**src/rtl/sram_like_arbiter.sv**
```systemverilog
// Two-master SRAM-like bus arbiter: data port has fixed priority, a grant is held until its
// address handshake, and an ID FIFO routes in-order responses back to the issuing port.
module sram_like_arbiter #(
   parameter int DEPTH = 4,
   parameter int PTR_W = 2
) (
   input  logic              clk,
   input  logic              resetn,

   input  logic              inst_sram_req,
   input  logic              inst_sram_wr,
   input  logic [1:0]        inst_sram_size,
   input  logic [3:0]        inst_sram_wstrb,
   input  logic [31:0]       inst_sram_addr,
   input  logic [31:0]       inst_sram_wdata,
   output logic              inst_sram_addr_ok,
   output logic              inst_sram_data_ok,
   output logic [31:0]       inst_sram_rdata,

   input  logic              data_sram_req,
   input  logic              data_sram_wr,
   input  logic [1:0]        data_sram_size,
   input  logic [3:0]        data_sram_wstrb,
   input  logic [31:0]       data_sram_addr,
   input  logic [31:0]       data_sram_wdata,
   output logic              data_sram_addr_ok,
   output logic              data_sram_data_ok,
   output logic [31:0]       data_sram_rdata,

   output logic              mem_req,
   output logic              mem_wr,
   output logic [1:0]        mem_size,
   output logic [3:0]        mem_wstrb,
   output logic [31:0]       mem_addr,
   output logic [31:0]       mem_wdata,
   input  logic              mem_addr_ok,
   input  logic              mem_data_ok,
   input  logic [31:0]       mem_rdata,

   output logic [PTR_W:0]    outstanding_cnt
);

   typedef enum logic [1:0] {
      IDLE   = 2'd0,
      LOCK_I = 2'd1,
      LOCK_D = 2'd2
   } state_e;

   localparam logic            ID_I     = 1'b0;
   localparam logic            ID_D     = 1'b1;
   localparam logic [PTR_W:0]  FULL_CNT = DEPTH[PTR_W:0];

   state_e              state_q;
   logic [DEPTH-1:0]    id_mem_q;
   logic [PTR_W-1:0]    wr_ptr_q, wr_ptr_d;
   logic [PTR_W-1:0]    rd_ptr_q, rd_ptr_d;
   logic [PTR_W:0]      cnt_q, cnt_d;

   logic                sel;
   logic                sel_req;
   logic                full;
   logic                accept;
   logic                pop;
   logic                head_id;

   // Grant: a locked state freezes the selection until the address handshake.
   always_comb begin
      unique case (state_q)
         LOCK_I:  sel = ID_I;
         LOCK_D:  sel = ID_D;
         default: sel = data_sram_req ? ID_D : ID_I;
      endcase
   end

   assign sel_req = (sel == ID_D) ? data_sram_req : inst_sram_req;
   assign full    = (cnt_q == FULL_CNT);

   // Qualified with resetn so no request leaks downstream while reset is asserted.
   assign mem_req   = resetn & sel_req & ~full;
   assign mem_wr    = (sel == ID_D) ? data_sram_wr    : inst_sram_wr;
   assign mem_size  = (sel == ID_D) ? data_sram_size  : inst_sram_size;
   assign mem_wstrb = (sel == ID_D) ? data_sram_wstrb : inst_sram_wstrb;
   assign mem_addr  = (sel == ID_D) ? data_sram_addr  : inst_sram_addr;
   assign mem_wdata = (sel == ID_D) ? data_sram_wdata : inst_sram_wdata;

   assign accept            = mem_req & mem_addr_ok;
   assign inst_sram_addr_ok = accept & (sel == ID_I);
   assign data_sram_addr_ok = accept & (sel == ID_D);

   assign head_id           = id_mem_q[rd_ptr_q];
   assign pop               = mem_data_ok & (cnt_q != '0);
   assign inst_sram_data_ok = pop & (head_id == ID_I);
   assign data_sram_data_ok = pop & (head_id == ID_D);
   assign inst_sram_rdata   = mem_rdata;
   assign data_sram_rdata   = mem_rdata;

   assign outstanding_cnt   = cnt_q;

   // NOTE: sequential state uses non-blocking assignments so every register samples pre-edge values.
   always_ff @(posedge clk or negedge resetn) begin
      if (!resetn) begin
         state_q <= IDLE;
      end else begin
         unique case (state_q)
            IDLE:           if (mem_req && !mem_addr_ok) state_q <= (sel == ID_D) ? LOCK_D : LOCK_I;
            LOCK_I, LOCK_D: if (accept) state_q <= IDLE;
            default:        state_q <= IDLE;
         endcase
      end
   end

   // NOTE: every combinational output gets a default first, so no path can infer a latch.
   always_comb begin
      wr_ptr_d = wr_ptr_q;
      rd_ptr_d = rd_ptr_q;
      cnt_d    = cnt_q;
      if (accept) wr_ptr_d = wr_ptr_q + 1'b1;
      if (pop)    rd_ptr_d = rd_ptr_q + 1'b1;
      unique case ({accept, pop})
         2'b10:   cnt_d = cnt_q + 1'b1;
         2'b01:   cnt_d = cnt_q - 1'b1;
         default: cnt_d = cnt_q;
      endcase
   end

   always_ff @(posedge clk or negedge resetn) begin
      if (!resetn) begin
         wr_ptr_q <= '0;
         rd_ptr_q <= '0;
         cnt_q    <= '0;
      end else begin
         wr_ptr_q <= wr_ptr_d;
         rd_ptr_q <= rd_ptr_d;
         cnt_q    <= cnt_d;
      end
   end

   // NOTE: the ID storage has no reset; only the pointers and count decide which entries are live.
   always_ff @(posedge clk) begin
      if (accept) id_mem_q[wr_ptr_q] <= sel;
   end

endmodule

```
**config.mk**
```make
export PLATFORM = sky130hd
export DESIGN_NAME = sram_like_arbiter
export DESIGN_NICKNAME = d
export VERILOG_FILES = /design/src/rtl/sram_like_arbiter.sv
export SDC_FILE = /design/constraint.sdc
export NUM_CORES = 1
export LEC_CHECK = 0
export BUFFER_PORTS_ARGS = -buffer_cell sky130_fd_sc_hd__buf_2
export CORE_AREA = 2 2 124 126
export DETAILED_ROUTE_END_ITERATION = 7
export DIE_AREA = 0 0 126 128
export GPL_ROUTABILITY_DRIVEN = 0
export PLACE_DENSITY = 0.45
export RECOVER_POWER = 100
export SYNTH_ARGS = -nofsm -noshare
export SYNTH_HDL_FRONTEND = slang
export SYNTH_SLANG_ARGS = --single-unit
```
**constraint.sdc**
```tcl
create_clock -name clk -period 2.67 [get_ports clk]
set_input_delay 0.534 -clock clk [delete_from_list [all_inputs] [get_ports clk]]
set_output_delay 0.534 -clock clk [all_outputs]
set_load 0.02 [all_outputs]
```
Yosys cells after proc, flatten, opt, wreduce, memory -nomap -nowiden
Cells that the tools add are included.
- bits in registers: 13
- latch bits: 0
- RAM bits: 0
- ROM bits: 0
- bits of input ports: 180
- memories kept: 0
- add/sub/neg operators: 4
- multiply operators: 0
- divide/modulo/power cells: 0
- $lt $le $gt $ge: 3
- equality and inequality tests: 7
- shifts and indexed selects: 0
- muxes and demuxes: 18
- bitwise operators: 11
- reductions and logical operators: 8
- operators with widths (kind ; number):
    $mux W32 ; 2
    $and A1 B1 Y1 ; 8
    $mux W2 ; 4
    $lt A2 B3 Y1 const B ; 2
    $pmux W3 S2 ; 1
    $mux W1 ; 5
    $add A2 B1 Y2 const B ; 2
    $bwmux W4 ; 1
    $eq A2 B1 Y1 const B ; 2
    $eq A2 B2 Y1 const B ; 2
    $mux W4 ; 1
    $ne A2 B2 Y1 const B ; 2
    $pmux W2 S2 ; 1
    $add A3 B1 Y3 const B ; 1
    $eq A3 B3 Y1 const B ; 1
    $not A1 Y1 ; 3
    $reduce_bool A3 Y1 ; 1
    $sub A3 B1 Y3 const B ; 1
    $bmux W1 S2 ; 1
    $demux W1 S2 ; 1
    $ge A2 B1 Y1 const B ; 1
    $logic_and A1 B1 Y1 ; 2
    $logic_not A2 Y1 ; 1
    $pmux W1 S2 ; 1
    4 further kinds ; 4

Longest topological paths before layout
- depth in word-level cells: 8
- mapped depth: 12

Worst setup path before layout
No wires, ideal clock.
- path type: reg2reg
- start point: register state_q[1]
- end point: register cnt_q[2], in the netlist outstanding_cnt[2]
- setup time: 0.080 ns
- arrival time: 2.396 ns
- slack: 0.195 ns
- stages on the path, launching flop included: 13
- path buffers: 0
- path through: dfrtp_1 > inv_1 > ha_1 > or3b_1 > o2111ai_2 > nor2_1 > inv_1 > ha_1 > inv_1 > fa_1 > xor2_1 > nor2_1 > xor2_1
- word-level cells in the longest chain between the ends: 8
- elaborated cells on any way between the ends: 11
- ends and longest elaborated chain (element ; line ; text):
    from (decl) ; 53 ; state_e state_q;
    from (signal assigned) ; 105 ; IDLE: if (mem_req && !mem_addr_ok) state_q <= (sel == ID_D) ? LOCK_D : LOCK_I;
    $eq A2 B2 Y1 or $eq A2 B1 Y1 (tied branches) ; 68 ; unique case (state_q)
    $pmux W1 S2 * ; 68 ;
    $mux W1 * ; 75 ; assign sel_req = (sel == ID_D) ? data_sram_req : inst_sram_req;
    $and A1 B1 Y1 * (2 in series) ; 79 ; assign mem_req = resetn & sel_req & ~full;
    $and A1 B1 Y1 * ; 86 ; assign accept = mem_req & mem_addr_ok;
    $eq A2 B1 Y1 or $eq A2 B2 Y1 (tied branches) ; 119 ; unique case ({accept, pop})
    $pmux W3 S2 or $reduce_bool A2 Y1 (tied branches) ; n/a ;
    to (signal assigned) ; 134 ; cnt_q <= cnt_d;
    to (decl) ; 57 ; logic [PTR_W:0] cnt_q, cnt_d;
Mark *: on every way between the ends. The rest lies on a longest branch, timed or not.
A chain may end at the register's enable or synchronous reset.

Worst setup path after layout
- start point: register state_q[0]
- end point: output mem_wdata[11]
- word-level cells in the longest chain between the ends: 3
- elaborated cells on any way between the ends: 4
- ends and longest elaborated chain (element ; line ; text):
    $eq A2 B2 Y1 or $eq A2 B1 Y1 (tied branches) ; 68 ;
    $pmux W1 S2 * ; 68 ;
    $mux W32 * ; 84 ; assign mem_wdata = (sel == ID_D) ? data_sram_wdata : inst_sram_wdata;
    to (decl) ; 35 ; output logic [31:0] mem_wdata,
Marked as above.

==> results.json <==
{
  "leakage_uw": 0.00192,
  "wl_per_cell_um": 14.5,
  "grt_pass1_wl_mm": 11.3,
  "synthFlopType": "dfrtp_1",
  "root_buffer": "clkbuf_16",
  "grt_pass1_vias": 2084,
  "use_met3_pct": 2.88,
  "ctsHoldBuffers": 0,
  "vias_per_cell": 3.84,
  "numPortBuffers": 226,
  "placed_area_mm2": 0.00322,
  "final_common_cell": "buf_2",
  "max_slew_margin_pct": 62.3,
  "detail_route.iter0.violations": 111,
  "synthSimpleGateAreaFrac_pct": 4.87,
  "critPathCaptureType": "output port",
  "start_kind": "flop",
  "period_minus_slack_ns": 2.58,
  "design_area_mm2": 0.00352,
  "drv_cap": 0,
  "core-area_mm2": 0.0149,
  "area_delta_synth_final_pct": 50.3,
  "register_area_um2": 345,
  "syn-instance-count": 213,
  "p_switching_uw": 1780,
  "place_inst": 561,
  "tightest_slew_ns": 0.565,
  "synthMuxAreaShare_pct": 44.3,
  "r2r_end": "outstanding_cnt[2]",
  "synth_area_mm2": 0.00234,
  "yosysSeqAreaShare_pct": 14.8,
  "crit_arrival_ns": 2.05,
  "clk_latency_ns": 0.24,
  "setup_violations": 0,
  "drt_pass1_iterations": 4,
  "fin_nets": 577,
  "synth-xor-area-share_pct": 2.25,
  "synth.net_count": 401,
  "routed_wl_mm": 8.33,
  "synth_compound_area_share_pct": 3.32,
  "grt_max_degree": 26,
  "synth_edf_count": 4,
  "crit_chain": "inv_2 -> ha_4 -> nor2b_4 -> a21o_4 -> buf_12 -> clkbuf_16 -> mux2_4 -> buf_2",
  "pwr-share-comb_pct": 83.7,
  "multi_input_area_mm2": 0.00142,
  "remaining_drc_errors": 0,
  "yosys_warnings": 0,
  "crit_fanout": 12,
  "num_vias": 2212,
  "max-vdd-ir-drop_v": 0.000316,
  "crit_type": "flop to output port",
  "reg2reg_slack_ns": 0.13,
  "cp_slowest_cell": "dfrtp_1",
  "critical_path.startpoint": "state_q[0]",
  "power.density_mw_per_mm2": 1130,
  "worstRegToRegCells": 12,
  "grt-busiest-layer": "met2",
  "fin_util_pct": 23.7,
  "crit_required_ns": 2.14,
  "swShare_pct": 44.9,
  "path_buf_inv": 4,
  "path_clk_slew_ns": 0.05,
  "cts_tree": "built",
  "grt_overflow": 0,
  "hpwl_mm": 6.80,
  "cts_num_sinks": 13,
  "final_cells": 576,
  "use_met2_pct": 15.3,
  "drive_gt1_share_pct": 82.7,
  "outcome": "finished clean",
  "ys_types": 29,
  "die_h_um": 128,
  "die_w_um": 126,
  "power.total_uw": 3960,
  "layout_common_cells": "215 x buf_2, 57 x mux2_4, 14 x mux2_2, 9 x dfrtp_1, 9 x buf_4",
  "n_antenna_cell": 0,
  "min_path_type": "input pin to asynchronous set/reset pin",
  "async_flop_share_pct": 69.2,
  "clockBufferDepth": 2,
  "ant_nets": 0,
  "crit_family": "buffers and inverters",
  "cp_slowest_stage_delay_ns": 0.36,
  "synthAdderAreaFrac_pct": 4.60,
  "avgSynthCellArea_um2": 11.0,
  "grt_use_met1_pct": 10.7,
  "cts_buffers": 3,
  "grt_use_total_pct": 8.93,
  "start_util_pct": 15.7,
  "rsz0062_at_grt": "yes",
  "fmax_ghz": 0.387,
  "io_pins": 323,
  "finalClockSkew_ns": 0.00445,
  "power_frac_seq_pct": 9.2,
  "synth_top_family_by_area": "multiplexers",
  "slew_violations": 0,
  "antenna_found_initial": 0,
  "fp-row-count": 45,
  "post-route-period-util_pct": 96.8,
  "htreeDepth": 1,
  "p_int_uw": 2180,
  "ys_ff_latch": 13,
  "nFillCells": 1586,
  "hold_viol": 0,
  "clkPwrFrac_pct": 7.1,
  "die_area_mm2": 0.0161,
  "r2r_start": "state_q[1]"
}
==> worst register-to-register path: cells and delay by family, from the launching register on <==
| family | cells | cell delay [ns] |
|---|---|---|
| AOI/OAI and AO/OA | 1 | 0.13 |
| and+or+nand+nor | 3 | 0.61 |
| adders and majority gates | 3 | 0.77 |
| xor gates and xnor gates | 2 | 0.30 |
| buffers and inverters | 3 | 0.29 |
| DFF | 1 | 0.38 |
==> cell usage after synthesis (all sizes together) (2+ instances only) <==
| cell type | instances | area share, % |
|---|---|---|
| buf | 72 | 24 |
| nor2 | 5 | 0.80 |
| xor2 | 2 | 0.75 |
| ha | 7 | 3.7 |
| o211ai | 4 | 1.3 |
| or3b | 2 | 0.75 |
| and3 | 5 | 1.3 |
| xnor2 | 4 | 1.5 |
| inv | 11 | 1.8 |
| nand2 | 3 | 0.48 |
| o21ai | 2 | 0.43 |
| dfrtp | 9 | 9.6 |
| mux2 | 71 | 43 |
| nand3 | 2 | 0.43 |
| nand4 | 2 | 0.53 |
| edfxtp | 4 | 5.1 |
==> layer usage <==
metal / vias to the layer above / share of wire [%]
met4: 0 / 0.97
met2: 167 / 51
met5: - / 0
met1: 1011 / 36
met3: 14 / 12
li1: 1020 / -
==> worst max path at each step <==
stage	slack [ns]	endpoint	cells after the start
6_report	0.09	mem_wdata[11]	8
5_1_grt	-0.003	inst_sram_addr_ok	8
4_1_cts	0.02	mem_size[1]	8
3_5_place_dp	0.04	outstanding_cnt[2]	12
3_3_place_gp	0.13	outstanding_cnt[2]	12
2_1_floorplan	0.19	outstanding_cnt[2]	12
==> sequential cells by signal (all words and copies together), names as in the netlist <==
register,count
outstanding_cnt,3
id_mem_q,4
wr_ptr_q,2
state_q,2
rd_ptr_q,2
==> stage by stage <==
step	setup TNS, ns	hold slack (ns)	setup slack [ns]
2_1_floorplan	0	0.238	0.195
3_3_place_gp	0	0.472	0.130
3_5_place_dp	0	0.482	0.0429
4_1_cts	0	0.242	0.0202
5_1_grt	-0.00418	0.421	-0.00253
6_report	0	0.381	0.0863
==> final cells by class <==
class                   count  share of cell area, %
repair buffers            243                   39.8
multi-input cells         117                   40.2
flip-flops and latches     13                   9.82
well taps                 188                   6.69
inverters                  11                   1.17
clock buffers               4                   2.24
==> power groups by stage <==
stage	clock (uW)	combinational, uW	sequential, uW
floorplan	0	2260	385
global placement	0	2840	367
finish	280	3310	365
global route	299	3510	377
CTS	287	3270	363
detailed placement	0	2870	371
==> kinds of logic (layout without fill, tap and decap cells) <==
kind of cell               Yosys count  after routing
buffers and inverters               83            258
muxes                               72             72
and+or+nand+nor                     21             21
DFF                                 13             13
AOI/OAI and AO/OA                   10             10
adders and majority gates            8              8
xor gates and xnor gates             6              6
==> repair_timing <==
action,in CTS,in global routing
gates cloned,2,1
hold endpoints to repair,0,0
setup endpoints to repair,71,45
pin swaps,0,1
setup buffers,9,0
resized for setup,6,19
Power figures use the tool's default switching activity.
